==> src/rtl/hazard_scoreboard.sv <==
// hazard_scoreboard
//   Hazard unit for the 5-stage pipeline. Keeps its own EX/MEM/WB scoreboard of
//   destination register and Tnew, compares it against the ID source registers
//   and their Tuse, and produces stall / EX-bubble and forwarding selects for
//   the ID and EX operands. Also tracks the multi-cycle mult/div unit so that
//   HI/LO users wait until the MDU is idle.
//
//   Optional feature: define HAZARD_PERF_EN to add the 32-bit stall_cnt output
//   (number of stalled cycles since reset, wrapping). Without the macro the
//   port and its counter do not exist.

module hazard_scoreboard #(
  parameter int AW       = 5,   // register address width
  parameter int TW       = 2,   // Tnew / Tuse width
  parameter int MULT_CYC = 5,   // mult busy cycles after start
  parameter int DIV_CYC  = 10,  // div busy cycles after start
  parameter int CW       = 4    // MDU counter width, holds max(MULT_CYC, DIV_CYC)
) (
  input  logic          clk,
  input  logic          reset_n,
  input  logic          id_valid,
  input  logic [AW-1:0] id_rs,
  input  logic [AW-1:0] id_rt,
  input  logic [TW-1:0] id_tuse_rs,
  input  logic [TW-1:0] id_tuse_rt,
  input  logic [AW-1:0] id_wa,
  input  logic          id_we,
  input  logic [TW-1:0] id_tnew,
  input  logic          id_md_use,
  input  logic          md_start,
  input  logic          md_div,
  output logic          stall,
  output logic          ex_bubble,
  output logic          md_busy,
  output logic [1:0]    fwd_id_rs,
  output logic [1:0]    fwd_id_rt,
  output logic [1:0]    fwd_ex_rs,
`ifdef HAZARD_PERF_EN
  output logic [1:0]    fwd_ex_rt,
  output logic [31:0]   stall_cnt
`else
  output logic [1:0]    fwd_ex_rt
`endif
);

  // One scoreboard slot: destination register (0 = not live) and cycles until
  // its result can be forwarded.
  typedef struct packed {
    logic [AW-1:0] wa;
    logic [TW-1:0] tnew;
  } sb_entry_t;

  // Forward-select encoding shared by the ID and EX operand muxes.
  localparam logic [1:0] SEL_REG = 2'd0;
  localparam logic [1:0] SEL_EX  = 2'd1;
  localparam logic [1:0] SEL_MEM = 2'd2;
  localparam logic [1:0] SEL_WB  = 2'd3;

  localparam logic [CW-1:0] MULT_LOAD = CW'(MULT_CYC);
  localparam logic [CW-1:0] DIV_LOAD  = CW'(DIV_CYC);

  // Tnew count-down, saturating at zero so oversize decodes settle cleanly.
  function automatic logic [TW-1:0] dec_sat(input logic [TW-1:0] t);
    return (t == '0) ? '0 : t - TW'(1);
  endfunction

  // A source is hazardous when its youngest in-flight producer is still too
  // far from producing compared to when ID needs the value. Older matches are
  // shadowed by the younger write and must be ignored.
  function automatic logic src_hazard(input logic [AW-1:0] r,
                                      input logic [TW-1:0] u,
                                      input sb_entry_t     ex,
                                      input sb_entry_t     mem,
                                      input sb_entry_t     wb);
    logic hz;
    hz = 1'b0;
    if (r != '0) begin
      if (ex.wa == r)       hz = (ex.tnew  > u);
      else if (mem.wa == r) hz = (mem.tnew > u);
      else if (wb.wa == r)  hz = (wb.tnew  > u);
    end
    return hz;
  endfunction

  // ID operand select: take the youngest producer of r, but only once its
  // value exists; otherwise read the register file (stall or EX forwarding
  // will cover the late value).
  function automatic logic [1:0] id_fwd_sel(input logic [AW-1:0] r,
                                            input sb_entry_t     ex,
                                            input sb_entry_t     mem,
                                            input sb_entry_t     wb);
    logic [1:0] sel;
    sel = SEL_REG;
    if (r != '0) begin
      if (ex.wa == r)       sel = (ex.tnew  == '0) ? SEL_EX  : SEL_REG;
      else if (mem.wa == r) sel = (mem.tnew == '0) ? SEL_MEM : SEL_REG;
      else if (wb.wa == r)  sel = (wb.tnew  == '0) ? SEL_WB  : SEL_REG;
    end
    return sel;
  endfunction

  // EX operand select: same rule, looking only at the stages behind EX.
  function automatic logic [1:0] ex_fwd_sel(input logic [AW-1:0] r,
                                            input sb_entry_t     mem,
                                            input sb_entry_t     wb);
    logic [1:0] sel;
    sel = SEL_REG;
    if (r != '0) begin
      if (mem.wa == r)     sel = (mem.tnew == '0) ? SEL_MEM : SEL_REG;
      else if (wb.wa == r) sel = (wb.tnew  == '0) ? SEL_WB  : SEL_REG;
    end
    return sel;
  endfunction

  sb_entry_t       ex_q,  ex_d;
  sb_entry_t       mem_q, mem_d;
  sb_entry_t       wb_q,  wb_d;
  logic [AW-1:0]   ex_rs_q, ex_rs_d;
  logic [AW-1:0]   ex_rt_q, ex_rt_d;
  logic [CW-1:0]   md_cnt_q, md_cnt_d;

  logic            hazard_rs;
  logic            hazard_rt;
  logic            mdstall;
  logic            stall_int;

  // Hazard detection and stall generation for the instruction sitting in ID.
  always_comb begin
    hazard_rs = src_hazard(id_rs, id_tuse_rs, ex_q, mem_q, wb_q);
    hazard_rt = src_hazard(id_rt, id_tuse_rt, ex_q, mem_q, wb_q);
    mdstall   = id_valid & id_md_use & (md_busy | md_start);
    // NOTE: reset_n gates the combinational stall so that it drops in the
    // same cycle reset asserts, even if an MDU start is presented meanwhile.
    stall_int = reset_n & id_valid & (hazard_rs | hazard_rt | mdstall);
  end

  assign stall     = stall_int;
  assign ex_bubble = stall_int;
  assign md_busy   = (md_cnt_q != '0);

  // Forwarding selects for both pipeline points.
  always_comb begin
    fwd_id_rs = id_fwd_sel(id_rs, ex_q, mem_q, wb_q);
    fwd_id_rt = id_fwd_sel(id_rt, ex_q, mem_q, wb_q);
    fwd_ex_rs = ex_fwd_sel(ex_rs_q, mem_q, wb_q);
    fwd_ex_rt = ex_fwd_sel(ex_rt_q, mem_q, wb_q);
  end

  // Scoreboard shift: ID enters EX unless stalled or empty, older stages age.
  always_comb begin
    // NOTE: every output of this block gets a default first, so no path can
    // leave a value unassigned and infer a latch.
    ex_d    = '0;
    ex_rs_d = '0;
    ex_rt_d = '0;
    if (!stall_int && id_valid) begin
      ex_d.wa   = id_we ? id_wa : '0;
      ex_d.tnew = id_we ? id_tnew : '0;
      ex_rs_d   = id_rs;
      ex_rt_d   = id_rt;
    end
    mem_d.wa   = ex_q.wa;
    mem_d.tnew = dec_sat(ex_q.tnew);
    wb_d.wa    = mem_q.wa;
    wb_d.tnew  = dec_sat(mem_q.tnew);
  end

  // MDU busy counter: start loads the op latency, otherwise count down to idle.
  always_comb begin
    md_cnt_d = md_cnt_q;
    if (md_start)              md_cnt_d = md_div ? DIV_LOAD : MULT_LOAD;
    else if (md_cnt_q != '0)   md_cnt_d = md_cnt_q - CW'(1);
  end

  // State registers, cleared asynchronously to an empty pipeline.
  always_ff @(posedge clk or negedge reset_n) begin
    if (!reset_n) begin
      ex_q     <= '0;
      mem_q    <= '0;
      wb_q     <= '0;
      ex_rs_q  <= '0;
      ex_rt_q  <= '0;
      md_cnt_q <= '0;
    end else begin
      // NOTE: non-blocking assignments so every register samples the values
      // from before this edge, giving a true one-stage shift.
      ex_q     <= ex_d;
      mem_q    <= mem_d;
      wb_q     <= wb_d;
      ex_rs_q  <= ex_rs_d;
      ex_rt_q  <= ex_rt_d;
      md_cnt_q <= md_cnt_d;
    end
  end

`ifdef HAZARD_PERF_EN
  logic [31:0] stall_cnt_q;

  // Performance counter of stalled cycles, wrapping naturally at 2**32.
  always_ff @(posedge clk or negedge reset_n) begin
    if (!reset_n)       stall_cnt_q <= '0;
    else if (stall_int) stall_cnt_q <= stall_cnt_q + 32'd1;
  end

  assign stall_cnt = stall_cnt_q;
`endif

endmodule

==> config.mk <==
export PLATFORM = sky130hd
export DESIGN_NAME = hazard_scoreboard
export DESIGN_NICKNAME = d
export VERILOG_FILES = /design/src/rtl/hazard_scoreboard.sv
export SDC_FILE = /design/constraint.sdc
export NUM_CORES = 1
export LEC_CHECK = 0
export CAP_MARGIN = 15
export CORE_MARGIN = 1
export CORE_UTILIZATION = 53
export CTS_BUF_LIST = sky130_fd_sc_hd__clkbuf_16
export CTS_CLUSTER_DIAMETER = 60
export DETAILED_ROUTE_END_ITERATION = 16
export GPL_TIMING_DRIVEN = 0
export PLACE_DENSITY_LB_ADDON = 0.1
export SLEW_MARGIN = 25
export SYNTH_ARGS = -nofsm -noshare
export SYNTH_HDL_FRONTEND = slang
export SYNTH_SLANG_ARGS = --single-unit
==> constraint.sdc <==
create_clock -name clk -period 3.4 [get_ports clk]
set_clock_uncertainty 0.1 [all_clocks]
set_input_delay 0.68 -clock clk [delete_from_list [all_inputs] [get_ports clk]]
set_output_delay 0.68 -clock clk [all_outputs]
set_load 0.01 [all_outputs]
==> results.py, run 1 <==
metrics = {
    "yosys": {
        "synth_common_cells": "dfrtp_1 (35), xnor2_1 (35), nor3_1 (26), nand2_1 (24), xor2_1 (18)",
        "synthCells": 244,
        "syn_nets": 286,
        "ys_ff_latch": 35,
        "synth_edf_count": 0,
        "yosysTopAreaCellShare_pct": 37.4,
        "yosysWarnings": 0,
        "synth_flop_cell": "dfrtp_1",
        "synth_seq_area_share_pct": 37.4,
        "ys_top_cells_by_area": "dfrtp_1 (37%), xnor2_1 (13%), ha_1 (7.5%)",
        "synthArstFlopShare_pct": 100,
        "syn_avg_cell_area_um2": 9.61,
        "synth_area_leader_cell": "dfrtp_1",
        "ys_types": 41,
        "syn-cell-area_um2": 2340,
    },
    "cells_and_area": {
        "area_delta_synth_final_pct": 28.0,
        "n_antenna_cell": 0,
        "seq_area_um2": 876,
        "final_cell_count_no_fill": 342,
        "multiInputGateArea_um2": 1420,
        "n_fill_cell": 342,
        "drive_gt1_share_pct": 14.4,
        "nNetsFinal": 333,
    },
    "setup_path": {
        "critical_path.cell_chain": "dlygate4sd2_1, inv_2, ha_4, nor2b_1, o21ai_1, nor3_1, a211o_1, a31o_1, buf_6, o21a_1, buf_4, buf_2",
        "slowest_delay_ns": 0.24,
        "critPathKind": "in -> out",
        "critPathMaxFanout": 3,
        "end_kind": "output port",
        "slowest_stage": "dlygate4sd2_1",
        "startpoint_type": "input port",
        "critPathRequiredTime_ns": 2.62,
        "path_delay_family": "compound AO/OA/AOI/OAI gates",
        "arrival_ns": 2.59,
        "path_buf_inv": 5,
    },
    "clock_tree": {
        "h-tree-depth": 2,
        "cts.reportedPaths.clkPinSlew_ns": 0.05,
        "clk_latency_ns": 0.28,
        "numCtsBuffers": 5,
        "clock_sinks": 35,
        "clockBufferDepth": 2,
        "clock_tree.root_cell": "clkbuf_16",
        "holdBufCountCts": 0,
        "cts_tree": "built",
    },
    "detailed_routing": {
        "m1WireLength_mm": 2.45,
        "wl_met2_mm": 2.59,
        "maxUsedRoutingLayer": "met4",
        "drt-vias-per-instance": 5.72,
        "ant_nets": 0,
        "wirelength_mm": 5.52,
        "route.detailed.drc": 0,
        "first_iter_violations": 89,
        "wl_met3_um": 347,
        "firstDrtPassIters": 6,
        "vias": 1957,
        "routedWlPerCell_um": 16.1,
    },
    "floorplan": {
        "die-area_um2": 4690,
        "core_um2": 4120,
        "dieHeight_um": 68.5,
        "io_pins": 39,
        "dieWidth_um": 68.5,
        "start_util_pct": 57.0,
        "rows": 23,
    },
    "power_and_ir_drop": {
        "combPwrFrac_pct": 24.0,
        "power_density_nw_per_um2": 399,
        "clkPwrFrac_pct": 35.9,
        "intPower_uw": 859,
        "ir_drop_mv": 0.312,
        "seq_power_share_pct": 40.1,
        "netSwitchingFraction_pct": 28.1,
        "p_switching_uw": 336,
        "power.leakage_nw": 1.33,
    },
    "sta": {
        "finalHoldViolCount": 0,
        "fin_crit_ns": 3.37,
        "timing.final.crit_share_pct": 99.1,
        "setup_tns_ns": 0,
        "grt_setup_unrepaired": "true",
        "slew_headroom_pct": 68.4,
        "max_freq_mhz": 297,
        "setup_viol": 0,
        "worstMarginPinSlew_ns": 0.475,
        "slew_violations": 0,
        "holdWs_ns": 0.249,
    },
    "global_routing": {
        "antenna_found_initial": 0,
        "grtUsageTotal_pct": 26.9,
        "gr-total-overflow": 0,
        "grt_pass1_vias": 1800,
        "grt_first_pass_wirelength_mm": 8.75,
        "grt_max_degree": 21,
    },
    "worst_hold_path": {
        "min_path_type": "in -> async",
    },
    "flow_run": {
        "maxCapViolCount": 0,
    },
    "placement": {
        "place_inst": 331,
        "post-dp-hpwl_mm": 3.99,
        "io_buffers": 36,
        "place_congestion": 0.821,
    },
    "status": {
        "status": "finished clean",
    },
}
## timing repair
item,in CTS,in global routing
gates resized for setup,26,20
setup endpoints to repair,6,4
buffers inserted,3,0
pin swaps,8,5
## metrics by stage
| step | power [mW] | instance area [um2] | worst slack (ns) | utilization [%] |
|---|---|---|---|---|
| after floorplan | 0.653 | 2340 | 0.327 | - |
| after global placement | 0.757 | 2770 | -1.46 | 67.3 |
| after detailed placement | 0.765 | 2790 | -0.937 | 67.8 |
| after CTS | 1.19 | 2980 | 0.0176 | 72.3 |
| after global routing | 1.25 | 3000 | -0.0426 | 72.9 |
| final | 1.20 | 3000 | 0.0313 | 72.9 |
## placed cells by master (no fill, tap or decap), types with 4 or more instances in the layout
cell type and instances:
xnor2_1 35, dfrtp_1 35, nor3_1 25, nand2_1 24, clkdlybuf4s50_1 22, xor2_1 18, inv_1 12, nor2_1 10
ha_1 10, nand3_1 6, a21oi_1 5, o21ai_0 5, clkbuf_16 5, and2_1 4, buf_6 4, nor2b_1 4
ha_4 4, buf_4 4, clkbuf_2 4
## cell type report
type                            count  share of cell area, %
Timing Repair Buffer               40                   12.5
Buffer                              9                   2.96
Clock buffer                        5                   4.17
Multi-Input combinational cell    188                   47.2
Inverter                           12                   1.50
Sequential cell                    35                   29.2
Tap cell                           50                   2.09
Clock inverter                      3                  0.417
## power groups by stage
stage               logic [mW]  registers, mW  clock network [mW]
floorplan                0.175          0.478                   0
global placement         0.270          0.486                   0
detailed placement       0.279          0.487                   0
CTS                      0.282          0.480               0.432
global route             0.318          0.484               0.450
finish                   0.287          0.480               0.429
## logic make-up after synthesis
family	after synthesis	synth area share [%]
AOI/OAI and AO/OA	30	9.60
xor gates and xnor gates	53	19.8
adders and majority gates	14	7.47
buffers and inverters	21	5.71
DFF	35	37.4
muxes	1	0.427
and+or+nand+nor	90	19.6
## per-layer routing
metal	GRT usage [%]	vias up
li1	-	927
met2	41.8	76
met5	0	-
met4	11.2	0
met3	7.40	15
met1	35.2	939
## worst paths after layout
| path | startpoint | endpoint | slack [ns] | cells after the start |
|---|---|---|---|---|
| setup / recovery | id_tuse_rt[1] | stall | 0.03 | 12 |
| hold / removal | reset_n | ex_rs_q[4] | 0.25 | 1 |
| setup reg to reg | mem_q[1] | ex_rs_q[1] | 0.99 | 10 |
| hold reg to reg | ex_q[3] | mem_q[3] | 0.33 | 0 |
| max in group asynchronous | reset_n | md_cnt_q[3] | 2.50 | 2 |
| min in group clk | ex_q[3] | mem_q[3] | 0.33 | 0 |
## flip-flops by register name, summed over array words and instances, names as in the netlist
register	count
ex_rt_q	5
ex_rs_q	5
mem_q	7
wb_q	7
ex_q	7
md_cnt_q	4
(Power assumes the default switching activity.)
==> run 2: changes to the inputs <==
- CAP_MARGIN: 15 -> 20
- GPL_ROUTABILITY_DRIVEN: unset -> 1
- PLACE_DENSITY: unset -> 0.88
- PLACE_DENSITY_LB_ADDON: 0.1 -> unset
==> run 2 against run 1 <==
Register-to-register slack worse by 0.02 ns; worst setup slack better by 0.044 ns; clock power down 2%; sequential power about the same; worst hold slack worse by 0.065 ns; global-route usage up 1.2 points; first-iteration DRC count up 15%; via count up 0.82%; final cell count up 0.88%.
==> results.py, run 2 (synthesized netlist as in run 1, its figures left out) <==
metrics = {
    "status": {
        "status": "finished clean",
    },
    "setup_path": {
        "startpoint_type": "input port",
        "crit_start": "id_rt[1]",
        "critical_path.cell_chain": "clkdlybuf4s15_1, or4_1, nor2_2, nor2_1, a31o_1, buf_6, o21a_1, buf_4, buf_6",
        "slowest_delay_ns": 0.59,
        "end_kind": "output port",
        "critPathKind": "in -> out",
        "critPathRequiredTime_ns": 2.62,
        "critPathMaxFanout": 5,
        "slowest_stage": "or4_1",
        "arrival_ns": 2.54,
        "crit_path_frequent_cell": "buf_6",
        "rr_startpoint": "mem_q[6]",
        "path_delay_family": "simple AND/OR/NAND/NOR gates",
        "path_buf_inv": 4,
    },
    "placement": {
        "io_buffers": 36,
        "post-dp-hpwl_mm": 3.90,
        "pre_cts_slack_ns": -0.958,
        "place_congestion": 0.886,
        "place_inst": 331,
    },
    "cells_and_area": {
        "area_delta_synth_final_pct": 29.9,
        "nNetsFinal": 336,
        "n_fill_cell": 307,
        "final_cell_count_no_fill": 345,
        "reg_top3": "ex_q (7), mem_q (7), wb_q (7)",
        "multiInputGateArea_um2": 1440,
        "drive_gt1_share_pct": 17.3,
        "seq_area_um2": 876,
        "n_antenna_cell": 0,
        "utilization_pct": 74.0,
        "final_cell_mix": "dfrtp_1 (35), xnor2_1 (34), nor3_1 (24), nand2_1 (24), clkdlybuf4s50_1 (21)",
        "final_common_cell": "dfrtp_1",
    },
    "power_and_ir_drop": {
        "power.leakage_nw": 1.36,
        "clkPwrFrac_pct": 35.2,
        "total_power_mw": 1.20,
        "power_density_nw_per_um2": 394,
        "ir_drop_mv": 0.303,
        "netSwitchingFraction_pct": 28.1,
        "seq_power_share_pct": 40.2,
        "p_switching_uw": 337,
        "combPwrFrac_pct": 24.6,
        "intPower_uw": 862,
    },
    "clock_tree": {
        "clock_sinks": 35,
        "clk_latency_ns": 0.28,
        "h-tree-depth": 2,
        "holdBufCountCts": 0,
        "cts.reportedPaths.clkPinSlew_ns": 0.05,
        "clock_tree.root_cell": "clkbuf_16",
        "clockBufferDepth": 2,
        "cts_tree": "built",
        "numCtsBuffers": 5,
    },
    "sta": {
        "timing.final.crit_share_pct": 97.8,
        "slew_violations": 0,
        "setup_viol": 0,
        "fin_crit_ns": 3.32,
        "finalWorstSetupSlack_ns": 0.0753,
        "slew_headroom_pct": 69.8,
        "setup_tns_ns": 0,
        "max_freq_mhz": 301,
        "worstMarginPinSlew_ns": 0.452,
        "finalHoldViolCount": 0,
    },
    "global_routing": {
        "grt_first_pass_wirelength_mm": 9.16,
        "grt_pass1_vias": 1918,
        "grt_max_degree": 27,
        "grtUsageTotal_pct": 28.1,
        "antenna_found_initial": 0,
        "gr-total-overflow": 0,
    },
    "floorplan": {
        "dieHeight_um": 68.5,
        "die-area_um2": 4690,
        "rows": 23,
        "dieWidth_um": 68.5,
        "start_util_pct": 57.0,
        "io_pins": 39,
        "core_um2": 4120,
    },
    "flow_run": {
        "maxCapViolCount": 0,
    },
    "detailed_routing": {
        "first_iter_violations": 102,
        "firstDrtPassIters": 4,
        "wirelength_mm": 5.76,
        "route.detailed.drc": 0,
        "ant_nets": 0,
        "routedWlPerCell_um": 16.7,
        "drt-vias-per-instance": 5.72,
        "vias": 1973,
    },
    "worst_hold_path": {
        "min_path_type": "in -> async",
    },
}
## run 2: cell count changes in the layout (fill, tap and decap cells not counted), moves of 2 or more
| cell | previous run | this run |
|---|---|---|
| buf_2 | 3 | 1 |
| buf_4 | 4 | 7 |
| clkbuf_2 | 4 | 6 |
| clkdlybuf4s15_1 | 3 | 1 |
## run 2: power groups by stage
stage               combinational [mW]  clock [mW]  sequential [mW]
finish                           0.295       0.422            0.482
global route                     0.325       0.444            0.485
CTS                              0.286       0.424            0.480
detailed placement               0.280           0            0.486
global placement                 0.268           0            0.485
floorplan                        0.175           0            0.478
## run 2: final cells by class
cell class / instances / area share (%)
Clock buffer: 5 / 4.11
Buffer: 9 / 2.92
Sequential cell: 35 / 28.7
Timing Repair Buffer: 43 / 13.2
Multi-Input combinational cell: 188 / 47.1
Inverter: 12 / 1.48
Tap cell: 50 / 2.05
Clock inverter: 3 / 0.411
## run 2: repair_timing
action | 4_1_cts | 5_1_grt
setup buffers | 3 | 3
pin swaps | 8 | 12
gates resized for setup | 27 | 26
endpoints found under the setup margin | 6 | 4
hold endpoints to repair | 0 | 0
## run 2: stage by stage
stage,instance area (um2),hold slack (ns)
2_1_floorplan,2340,0.284
3_3_place_gp,2770,0.323
4_1_cts,2980,0.191
5_1_grt,3050,0.202
3_5_place_dp,2790,0.335
6_report,3050,0.184
## run 2: worst register-to-register path: stages, from the launching register on
cell and delay (ns):
dfrtp_1 0.57, xnor2_1 0.16, nand3_1 0.11, o311a_1 0.35, a221oi_2 0.35, a2111oi_4 0.10, buf_4 0.20, buf_6 0.15
nor3_1 0.24
## run 2: metal layers
metal  global-route usage (%)  vias up  share of wire (%)
li1                         -      939                  -
met1                     34.4      944                 41
met2                     48.4       71                 49
met3                     5.59       19                7.8
met4                     10.9        0                2.1
met5                        0        -                  0
## run 2: path summary, 6_finish.rpt
| kind | end | slack (ns) | cells after the start |
|---|---|---|---|
| worst min-delay path | ex_rt_q[4] | 0.18 | 1 |
| min in group clk | mem_q[4] | 0.34 | 0 |
| worst min register to register | mem_q[4] | 0.34 | 0 |
| worst max-delay path | stall | 0.08 | 9 |
| max in group asynchronous | wb_q[1] | 2.61 | 2 |
| worst max register to register | ex_rs_q[3] | 0.97 | 8 |
==> run 3: changes to the inputs <==
- SETUP_SLACK_MARGIN: unset -> 0.02
==> run 3 against run 2 <==
Clock power hardly changed; count of clock-buffer cells in the layout did not move; total power about the same; worst hold slack better by 0.00051 ns; via count fell by 0.76%; non-clock buffer count is 1 lower; global-route usage grew 0.35 points; sequential share of layout area about the same; worst setup slack better by 0.0022 ns; wire length is essentially flat; critical endpoint is now fwd_id_rt[0]; largest power group unchanged.
==> results.py, run 3 (synthesized netlist as in run 1, its figures left out) <==
metrics = {
    "global_routing": {
        "grtUsageTotal_pct": 28.5,
        "met1_usage_pct": 35.4,
        "grtUsageMet2_pct": 48.8,
        "top_usage_layer": "met2",
        "grt_first_pass_wirelength_mm": 9.29,
        "grt_max_degree": 27,
        "grtUsageMet3_pct": 5.43,
        "gr-total-overflow": 0,
        "antenna_found_initial": 0,
        "grt_pass1_vias": 1916,
    },
    "clock_tree": {
        "clock_sinks": 35,
        "numCtsBuffers": 5,
        "cts_tree": "built",
        "h-tree-depth": 2,
        "holdBufCountCts": 0,
        "clockBufferDepth": 2,
        "cts.reportedPaths.clkPinSlew_ns": 0.05,
        "clk_latency_ns": 0.28,
        "clock_tree.root_cell": "clkbuf_16",
    },
    "detailed_routing": {
        "wirelength_mm": 5.76,
        "drt-vias-per-instance": 5.69,
        "route.detailed.drc": 0,
        "ant_nets": 0,
        "vias": 1958,
        "first_iter_violations": 97,
        "routedWlPerCell_um": 16.7,
        "firstDrtPassIters": 4,
    },
    "sta": {
        "timing.final.crit_share_pct": 97.7,
        "fin_crit_ns": 3.32,
        "slew_headroom_pct": 69.8,
        "max_freq_mhz": 301,
        "worstMarginPinSlew_ns": 0.452,
        "slew_violations": 0,
        "finalHoldViolCount": 0,
        "holdWs_ns": 0.185,
        "setup_viol": 0,
        "setup_tns_ns": 0,
        "finalWorstSetupSlack_ns": 0.0775,
    },
    "cells_and_area": {
        "n_fill_cell": 306,
        "drive_gt1_share_pct": 17.0,
        "area_delta_synth_final_pct": 29.9,
        "final_cell_mix": "dfrtp_1 (35), xnor2_1 (34), nor3_1 (24), nand2_1 (24), clkdlybuf4s50_1 (20)",
        "reg_top3": "ex_q (7), mem_q (7), wb_q (7)",
        "final_common_cell": "dfrtp_1",
        "n_antenna_cell": 0,
        "nNetsFinal": 335,
    },
    "floorplan": {
        "die-area_um2": 4690,
        "dieHeight_um": 68.5,
        "rows": 23,
        "io_pins": 39,
        "dieWidth_um": 68.5,
        "core_um2": 4120,
        "start_util_pct": 57.0,
    },
    "flow_run": {
        "maxCapViolCount": 0,
    },
    "setup_path": {
        "critPathRequiredTime_ns": 2.62,
        "rr_startpoint": "mem_q[6]",
        "arrival_ns": 2.54,
        "reg2reg_depth": 8,
        "critPathMaxFanout": 5,
        "r2r_setup_slack_ns": 1.00,
        "crit_start": "id_rt[1]",
        "end_kind": "output port",
        "critPathKind": "in -> out",
        "r2r_end": "ex_q[1]",
        "startpoint_type": "input port",
    },
    "placement": {
        "pre_cts_slack_ns": -0.958,
        "post-dp-hpwl_mm": 3.90,
        "io_buffers": 36,
        "place_congestion": 0.886,
    },
    "power_and_ir_drop": {
        "ir_drop_mv": 0.303,
        "power_density_nw_per_um2": 394,
        "power.leakage_nw": 1.37,
        "total_power_mw": 1.20,
    },
    "worst_hold_path": {
        "min_path_type": "in -> async",
    },
    "status": {
        "status": "finished clean",
    },
}
-- run 3: cell count changes in the layout (fill, tap and decap cells not counted) --
cell and delta:
nor3_4 +1, dlygate4sd2_1 -1, clkdlybuf4s15_1 +1, dlymetal6s2s_1 +1
buf_6 -1, clkdlybuf4s50_1 -1, nor3_2 -1
-- run 3: area by class of cell --
cell class              instances  area [um2]  share of cell area, %
plain buffers                   8        77.6                   2.55
clock buffers                   5         125                   4.11
clock inverters                 3        12.5                  0.411
inverters                      12        45.0                   1.48
multi-input cells             188        1440                   47.3
flip-flops and latches         35         876                   28.8
well taps                      50        62.6                   2.05
repair buffers                 43         405                   13.3
-- run 3: power by group --
group	internal (mW)	switching (mW)	leakage, nW	total, mW
sequential	0.446	0.0358	0.464	0.481
combinational	0.151	0.144	0.828	0.295
clock	0.264	0.159	0.0762	0.423
total	0.860	0.339	1.37	1.20
-- run 3: per-layer routing --
metal  routed length, um  share of wire (%)  vias up
met5                   0                  0        -
met4                 103                1.8        0
met3                 400                6.9       15
met2                2890                 50       71
met1                2360                 41      936
li1                    -                  -      936
-- run 3: worst max path at each step --
stage / end / depth (start not counted)
floorplan: stall / 8
global placement: stall / 6
detailed placement: stall / 9
CTS: ex_bubble / 8
global route: fwd_id_rt[0] / 7
finish: fwd_id_rt[0] / 7
-- run 3: stage by stage --
stage	util (%)	instances	instance area, um2
final	74.0	344	3050
after global routing	74.0	344	3050
after CTS	72.5	342	2990
after detailed placement	67.8	331	2790
after global placement	67.3	330	2770
after floorplan	-	244	2340
-- run 3: timing repair --
action | 4_1_cts | 5_1_grt
setup endpoints to repair | 6 | 4
resized for setup | 28 | 28
buffers inserted | 3 | 3
pin swaps | 8 | 14
endpoints found under the hold margin | 0 | 0
-- run 3: worst max-delay path: stages --
cell and delay [ns]:
clkdlybuf4s15_1 0.30, xnor2_1 0.24, nand4_1 0.18, nor4b_2 0.36, mux2i_1 0.11, nor2_1 0.12, clkdlybuf4s50_1 0.55
